File: src/rtl/idex_pkg.sv
// Shared constants for the ID/EX stage: control-bundle layout and register-specifier width.
package idex_pkg;

    localparam int CTRL_W        = 8;
    localparam int CTRL_REGWRITE = 7;
    localparam int CTRL_MEMREAD  = 6;
    localparam int CTRL_MEMWRITE = 5;
    localparam int CTRL_MEMTOREG = 4;
    localparam int CTRL_ALUSRC   = 3;
    localparam int CTRL_REGDST   = 2;
    localparam int CTRL_ALUOP_HI = 1;
    localparam int CTRL_ALUOP_LO = 0;

    localparam int REG_W = 5;
    localparam logic [REG_W-1:0] REG_ZERO = '0;

    // True when a valid producer writing a real register feeds a reader's source specifier.
    function automatic logic regDepends(input logic [REG_W-1:0] producer,
                                        input logic [REG_W-1:0] src1,
                                        input logic [REG_W-1:0] src2,
                                        input logic             usesSrc2);
        return (producer != REG_ZERO) &&
               ((producer == src1) || (usesSrc2 && (producer == src2)));
    endfunction

endpackage

File: src/rtl/idex_hazard_stage_load_use_detect.sv
// Combinational load-use detector: a load in EX whose destination is read by the instruction in ID.
module load_use_detect
    import idex_pkg::*;
(
    input  logic             exValid,
    input  logic             exMemRead,
    input  logic [REG_W-1:0] exRt,
    input  logic             idValid,
    input  logic [REG_W-1:0] idRs,
    input  logic [REG_W-1:0] idRt,
    input  logic             idUsesRt,
    output logic             hazard
);

    assign hazard = exValid & exMemRead & idValid & regDepends(exRt, idRs, idRt, idUsesRt);

endmodule

File: src/rtl/idex_hazard_stage.sv
// ID/EX pipeline register with load-use bubble insertion, branch squash and a saturating stall counter.
module idex_hazard_stage
    import idex_pkg::*;
#(
    parameter int DATA_W = 32,
    parameter int CNT_W  = 16
) (
    input  logic              clk,
    input  logic              rst,
    input  logic [REG_W-1:0]  ID_Rs,
    input  logic [REG_W-1:0]  ID_Rt,
    input  logic [REG_W-1:0]  ID_Rd,
    input  logic              ID_UsesRt,
    input  logic [DATA_W-1:0] ID_ReadA,
    input  logic [DATA_W-1:0] ID_ReadB,
    input  logic [DATA_W-1:0] ID_Imm,
    input  logic [CTRL_W-1:0] ID_Ctrl,
    input  logic              ID_Valid,
    input  logic              Flush,
    output logic [REG_W-1:0]  IDEX_Rs,
    output logic [REG_W-1:0]  IDEX_Rt,
    output logic [REG_W-1:0]  IDEX_Rd,
    output logic [DATA_W-1:0] IDEX_A,
    output logic [DATA_W-1:0] IDEX_B,
    output logic [DATA_W-1:0] IDEX_Imm,
    output logic [CTRL_W-1:0] IDEX_Ctrl,
    output logic              IDEX_Valid,
    output logic              PCWrite,
    output logic              IFID_Write,
    output logic [CNT_W-1:0]  StallCount
);

    logic hz;
    logic stallReq;

    load_use_detect uDetect (
        .exValid   (IDEX_Valid),
        .exMemRead (IDEX_Ctrl[CTRL_MEMREAD]),
        .exRt      (IDEX_Rt),
        .idValid   (ID_Valid),
        .idRs      (ID_Rs),
        .idRt      (ID_Rt),
        .idUsesRt  (ID_UsesRt),
        .hazard    (hz)
    );

    // A squashed ID instruction cannot be stalled on; reset keeps the front end running.
    assign stallReq   = hz & ~Flush;
    assign PCWrite    = rst | ~stallReq;
    assign IFID_Write = rst | ~stallReq;

    always_ff @(posedge clk) begin
        if (rst) begin
            IDEX_Rs    <= '0;
            IDEX_Rt    <= '0;
            IDEX_Rd    <= '0;
            IDEX_A     <= '0;
            IDEX_B     <= '0;
            IDEX_Imm   <= '0;
            IDEX_Ctrl  <= '0;
            IDEX_Valid <= 1'b0;
            StallCount <= '0;
        end else begin
            IDEX_Rs  <= ID_Rs;
            IDEX_Rt  <= ID_Rt;
            IDEX_Rd  <= ID_Rd;
            IDEX_A   <= ID_ReadA;
            IDEX_B   <= ID_ReadB;
            IDEX_Imm <= ID_Imm;
            if (Flush || hz) begin
                IDEX_Ctrl  <= '0;
                IDEX_Valid <= 1'b0;
            end else begin
                IDEX_Ctrl  <= ID_Valid ? ID_Ctrl : '0;
                IDEX_Valid <= ID_Valid;
            end
            if (stallReq && (StallCount != {CNT_W{1'b1}})) begin
                StallCount <= StallCount + CNT_W'(1);
            end
        end
    end

endmodule

File: config.mk
export PLATFORM = sky130hd
export DESIGN_NAME = idex_hazard_stage
export DESIGN_NICKNAME = d
export VERILOG_FILES = /design/src/rtl/idex_pkg.sv /design/src/rtl/idex_hazard_stage_load_use_detect.sv /design/src/rtl/idex_hazard_stage.sv
export SDC_FILE = /design/constraint.sdc
export NUM_CORES = 1
export LEC_CHECK = 0
export BUFFER_PORTS_ARGS = -buffer_cell sky130_fd_sc_hd__buf_2
export CAP_MARGIN = 20
export CORE_MARGIN = 3
export CORE_UTILIZATION = 46
export CTS_CLUSTER_DIAMETER = 60
export DETAILED_ROUTE_END_ITERATION = 10
export GPL_ROUTABILITY_DRIVEN = 0
export GPL_TIMING_DRIVEN = 0
export PLACE_DENSITY = 0.82
export SKIP_LAST_GASP = 1
export SYNTH_ARGS = -nofsm -noshare
export SYNTH_HDL_FRONTEND = slang
export SYNTH_SLANG_ARGS = --single-unit
File: constraint.sdc
create_clock -name clk -period 3.5 [get_ports clk]
set_input_delay 0.175 -clock clk [delete_from_list [all_inputs] [get_ports clk]]
set_output_delay 0.175 -clock clk [all_outputs]
set_load 0.005 [all_outputs]
==> results of run 1 <==
tightest hold or removal path: stages:
cell and delay [ns]:
buf_2 0.10, nand2b_1 0.16, a211oi_4 0.10
area by class of cell:
class / count / area (um2) / share of cell area
clock buffer: 19 / 432 / 0.0576
tap: 108 / 135 / 0.0180
buffer: 21 / 97.6 / 0.0130
multi-input combinational: 223 / 1460 / 0.194
inverter: 2 / 7.51 / 0.00100
clock inverter: 13 / 136 / 0.0182
sequential: 136 / 2720 / 0.363
timing repair buffer: 381 / 2510 / 0.335
sequential cells by signal, summed over array words and instances, names as in the netlist:
name / flops
IDEX_Imm: 32
StallCount: 16
IDEX_Rd: 5
IDEX_A: 32
IDEX_Valid: 1
IDEX_Rt: 5
IDEX_Ctrl: 8
IDEX_Rs: 5
IDEX_B: 32
power by group:
group          internal [mW]  switching [mW]  leakage (nW)
Clock                  0.983           0.715         0.276
Combinational          0.230           0.161          2.10
Sequential              1.62          0.0266          1.13
per-layer routing:
layer,part of all wire,vias to the layer above,global-route usage
met5,0,-,0
met4,0.039,0,0.155
met3,0.078,57,0.108
met2,0.55,247,0.599
met1,0.34,2118,0.312
li1,-,2083,-
placed cells by master, fill, tap and decap left out, types with 2 or more instances in the layout:
cell type      synthesis  layout
and2_1                 8       8
dfxtp_1              136     136
nand3_1                9       9
nand2_1                9       9
nor2b_1              113     113
or4_1                  9       9
nor3_1                 2       2
xnor2_1               10      10
buf_4                  2       2
clkinv_4               0       6
and3_1                 2       2
o31ai_1               10      10
clkbuf_1              15      16
inv_6                  0       4
a21oi_1               13      13
or4b_1                 2       2
dlygate4sd3_1          0     120
nand4_1                9       9
nor2_1                 3       3
clkbuf_16              0      16
inv_1                  2       2
or3_1                  3       3
o21ai_0                3       3
buf_2                  2     263
clkbuf_8               0       2
how the worst min path moves through the flow:
stage | slack [ns] | cells after the start | endpoint
2_1_floorplan | 0.26 | 1 | IDEX_Valid$_SDFF_PP0_
3_3_place_gp | 0.38 | 2 | IDEX_Ctrl[7]$_SDFF_PP0_
3_5_place_dp | 0.38 | 2 | IDEX_Ctrl[2]$_SDFF_PP0_
4_1_cts | 0.07 | 3 | IDEX_Valid$_SDFF_PP0_
5_1_grt | 0.1 | 3 | IDEX_Valid$_SDFF_PP0_
6_report | 0.11 | 3 | IDEX_Valid$_SDFF_PP0_
through the flow:
step / hold slack, ns / area [um2] / util / total power [mW]
6_report: 0.110 / 7490 / 0.843 / 3.73
5_1_grt: 0.0983 / 7490 / 0.843 / 3.85
4_1_cts: 0.0675 / 7490 / 0.843 / 3.70
3_5_place_dp: 0.381 / 5720 / 0.644 / 1.93
3_3_place_gp: 0.375 / 5720 / 0.644 / 1.92
2_1_floorplan: 0.257 / 4280 / - / 1.77
cells by family after synthesis:
| kind of cell | after synthesis | share of synthesized area |
|---|---|---|
| XOR/XNOR | 10 | 0.0204 |
| buffers and inverters | 23 | 0.0245 |
| AO/OA/AOI/OAI | 34 | 0.0555 |
| flip-flops | 136 | 0.636 |
| adder cells (fa/ha/maj) | 1 | 0.00292 |
| AND/OR/NAND/NOR | 178 | 0.261 |
synthesized netlist by cell type (all sizes together):
master and instances:
nor2 3, nor4b 1, o31ai 10, or3 3, or4 11, inv 2
nor2b 113, a21oi 13, nand2 10, a2111o 1, buf 5, and4 1
o22ai 1, xnor2 10, o311a 1, o22a 1, o21ai 3, and2 8
a211oi 2, and3 2, dfxtp 136, o41ai 1, clkbuf 16, or4b 2
nor4 1, ha 1, nand4 10, nand2b 1, nor3 3, a221oi 1
nand3 9
==> flow_metrics.tcl, run 1 <==
set metrics [dict create \
    status "completed" \
    io_buffers 261 \
    end_kind "output port" \
    yosys_warnings 0 \
    worstHoldStart "ID_Valid" \
    drtPass1Iterations 4 \
    ys_seq_area_frac 0.636 \
    crit_fanout 10 \
    drt_iter0_drc 197 \
    cp_num_buf_inv 3 \
    crit_end "PCWrite" \
    syn_area_um2 4280 \
    core-area_um2 8890 \
    dpl.hpwl_um 9200 \
    reg2reg_to "StallCount[13]$_SDFFE_PP0P_" \
    reg2reg_slack_ns 1.47 \
    fmax_ghz 0.381 \
    fin_cells 903 \
    grt_pass1_vias 4882 \
    avgSynthCellArea_um2 11.2 \
    cp_top_family "simple AND/OR/NAND/NOR gates" \
    slew_violations 0 \
    track_usage 0.320 \
    dpl_worst_slack_ns 1.49 \
    worstRegToRegCells 6 \
    ios 262 \
    drive_gt1_frac 0.385 \
    syn_inst 382 \
    syn_to_final_growth_pct 75.0 \
    grt_max_degree 17 \
    worstSkewPairLatency_ns 0.50 \
    clock_path_buffers 2 \
    synth_top_area_cell "dfxtp_1" \
    static-leakage-power_nw 3.50 \
    relSlewSlack 0.599 \
    path_clk_slew_ns 0.06 \
    tns_ns 0 \
    period_needed_ns 2.62 \
    numCtsBuffers 17 \
    cp.arrival_ns 2.45 \
    skew_ns 0.0113 \
    start_kind "flop" \
    ir_drop_mv 0.402 \
    maxCapViolCount 0 \
    die_y_um 102 \
    p_per_area_nw_per_um2 498 \
    cts_root_buf "clkbuf_8" \
    routed_via_density 4.99 \
    drt_wl_total_um 17100 \
    syn-num-nets 507 \
    cp_cell_sequence "xnor2_1, nand2_1, o22a_1, clkbuf_1, or3_1, buf_4, buf_2" \
    cp.required_ns 3.32 \
    grt_overflow_total 0 \
    clock_sinks 136 \
    setup_violations 0 \
    path_depth 7 \
    antenna_cells 0 \
    fill_cells 460 \
    rsz0062_at_grt "false" \
    finalCritPeriodShare 0.749 \
    yosysTopAreaCellShare 0.636 \
    max_stage_delay_ns 0.43 \
    yosys-top-cells-area "dfxtp_1 64%, nor2b_1 17%, xnor2_1 2.0%, o31ai_1 1.8%, or4_1 1.6%" \
    layout_setup_ws_ns 0.878 \
    num_vias 4505 \
    synth_cell_types 40 \
    rows 34 \
    worst_slew_pin_slew_ns 0.601 \
    cts_setup_buffers 0 \
    slowest_stage "or3_1" \
    finalHoldViolations 0 \
    placed_cells 751 \
    setup.worst_path.start "IDEX_Rt[1]$_SDFF_PP0_" \
    ctsHtreeMaxLevel 4 \
    cts_resized 0 \
    hold_path_class "primary input to flop" \
    initial_core_util 0.482 \
    routedWlPerCell_um 19.0 \
    die_x_um 102 \
    tritoncts "yes" \
    crit_type "flop to output port" \
    dieArea_um2 10500 \
    grt_first_pass_wirelength_um 25200 \
    drc_errors 0 \
    r2r-start "StallCount[1]$_SDFFE_PP0P_" \
    detail-route-antenna-nets 0 \
    antenna_found_initial 0 \
    cts_hold_buf 120 \
    synth-seq-cells 136 \
    nets 907 \
]
Power figures use the tool's default switching activity.
==> inputs of run 2 (changes only) <==
Settings changed: ABC_AREA set to 1, CORE_UTILIZATION 46 to 43, PLACE_DENSITY 0.82 to 0.76.
Clock period 3.5 ns to 2.7 ns, I/O delays scaled along.
==> flow_metrics.tcl, run 2 <==
set metrics [dict create \
    cts_root_buf "clkbuf_8" \
    yosys_warnings 0 \
    static-leakage-power_nw 4.44 \
    rows 37 \
    rsz0062_at_grt "false" \
    num_vias 5016 \
    post-route-util 0.766 \
    crit_fanout 4 \
    grt_overflow_total 0 \
    min_path_cells 4 \
    synth_top_area_cell "dfxtp_1" \
    drtPass1Iterations 4 \
    end_kind "output port" \
    drive_gt1_frac 0.329 \
    detail-route-antenna-nets 0 \
    ir_drop_mv 0.519 \
    syn_inst 579 \
    stdcell_area_um2 7910 \
    dpl.hpwl_um 9760 \
    ys_seq_area_frac 0.594 \
    hold_path_class "primary input to flop" \
    worstRegToRegCells 10 \
    final_common_cell "buf_2" \
    worstSkewPairLatency_ns 0.50 \
    track_usage 0.284 \
    drt_wl_total_um 16700 \
    worst_slew_pin_slew_ns 0.576 \
    initial_core_util 0.444 \
    core-area_um2 10300 \
    cts_resized 0 \
    antenna_found_initial 2 \
    biggestRegsByFlops "IDEX_A x32, IDEX_B x32, IDEX_Imm x32" \
    syn_area_um2 4580 \
    layout_setup_ws_ns 0.555 \
    status "completed" \
    maxCapViolCount 0 \
    r2r-start "IDEX_Rt[0]$_SDFF_PP0_" \
    routed_via_density 4.41 \
    async_flop_share 0 \
    drt_iter0_drc 278 \
    finalPower_mw 4.89 \
    yosys-top-cells-area "dfxtp_1 59%, nor2_1 13%, inv_1 11%, nand2_1 6.0%, nor2_2 1.6%" \
    dieArea_um2 11900 \
    cp.arrival_ns 2.01 \
    finalHoldViolations 0 \
    yosysTopAreaCellShare 0.594 \
    grt_pass1_vias 5438 \
    crit_type "flop to output port" \
    fin_cells 1137 \
    ios 262 \
    nets 1111 \
    fill_cells 681 \
    grt_max_degree 17 \
    layout_common_cells "261 x buf_2, 161 x nor2_1, 136 x dfxtp_1, 136 x inv_1, 127 x dlygate4sd3_1" \
    clock_sinks 136 \
    yosysMostFrequentCell "nor2_1" \
    synth-seq-cells 136 \
    path_clk_slew_ns 0.06 \
    skew_ns 0.00923 \
    grt_first_pass_wirelength_um 26000 \
    reg2reg_to "IDEX_Ctrl[7]$_SDFF_PP0_" \
    ys.flop_type "dfxtp_1" \
    cp.required_ns 2.57 \
    fin_hold_ws_ns 0.0535 \
    p_per_area_nw_per_um2 619 \
    drc_errors 0 \
    worstHoldStart "Flush" \
    clock_path_buffers 2 \
    reg2reg_slack_ns 0.60 \
    start_kind "flop" \
    routedWlPerCell_um 14.7 \
    placed_cells 976 \
    synth_cell_types 24 \
    syn-num-nets 704 \
    avgSynthCellArea_um2 7.91 \
    slew_violations 0 \
    dpl_worst_slack_ns 1.08 \
    io_buffers 261 \
    cts_setup_buffers 0 \
    die_y_um 109 \
    min_to "IDEX_Ctrl[5]$_SDFF_PP0_" \
    tritoncts "yes" \
    synth_edf_count 0 \
    relSlewSlack 0.616 \
    ctsHtreeMaxLevel 4 \
    setup_violations 0 \
    period_needed_ns 2.14 \
    numCtsBuffers 17 \
    synth_top_cells_by_count "161 x nor2_1, 136 x dfxtp_1, 136 x inv_1, 73 x nand2_1" \
    die_x_um 109 \
    syn_to_final_growth_pct 72.7 \
    finalCritPeriodShare 0.794 \
    fmax_ghz 0.466 \
    tns_ns 0 \
    postPlaceCellArea_um2 6060 \
]
## run 2: cells by family (layout without fill, tap and decap cells)
group           after synthesis  after routing  share of synthesized area
buf+inv                     159            579                      0.133
compound gates                5              5                    0.00546
flops                       136            136                      0.594
other cells                   0              2                          0
fa+ha+maj                     1              1                    0.00273
simple gates                275            275                      0.259
xor+xnor                      3              3                    0.00574
## run 2: layer usage
layer	global-route usage	share of wire	up-vias
met1	0.283	0.33	2224
met3	0.107	0.093	68
met5	0	0	-
li1	-	-	2455
met4	0.146	0.049	0
met2	0.513	0.52	269
## run 2: area by class of cell
cell class,count,area [um2],area share
Sequential cell,136,2720,0.344
Timing Repair Buffer,388,2580,0.326
Multi-Input combinational cell,284,1250,0.158
Inverter,144,541,0.0683
Clock buffer,18,428,0.0541
Tap cell,136,170,0.0215
Clock inverter,14,150,0.0190
Buffer,15,67.6,0.00854
Antenna cell,2,5.00,0.000633
## run 2: worst max path at each step
stage	slack (ns)	cells past startpoint	endpoint	start
floorplan	1.28	10	StallCount[2]$_SDFFE_PP0P_	StallCount[0]$_SDFFE_PP0P_
CTS	0.59	9	PCWrite	IDEX_Rt[0]$_SDFF_PP0_
detailed placement	1.08	10	StallCount[2]$_SDFFE_PP0P_	StallCount[0]$_SDFFE_PP0P_
global route	0.43	9	PCWrite	IDEX_Rt[0]$_SDFF_PP0_
global placement	1.14	10	StallCount[2]$_SDFFE_PP0P_	StallCount[0]$_SDFFE_PP0P_
finish	0.56	9	PCWrite	IDEX_Rt[0]$_SDFF_PP0_
## run 2: power breakdown
group          internal (mW)  leakage, nW  switching (mW)
Combinational          0.290         3.02           0.240
Clock                   1.22        0.287            1.01
Sequential              2.10         1.13          0.0326
## run 2: timing repair
action,CTS,global route
hold buffers,127,0
hold endpoints to repair,120,0
setup endpoints to repair,0,0
## run 2: worst max-delay path, cell delays in order (launching register included)
cell,delay (ns)
dfxtp_1,0.40
inv_2,0.07
nand2_1,0.07
nand2_1,0.07
nor2_1,0.16
nand3_2,0.12
a21oi_1,0.20
nand3_1,0.14
buf_4,0.16
buf_2,0.12
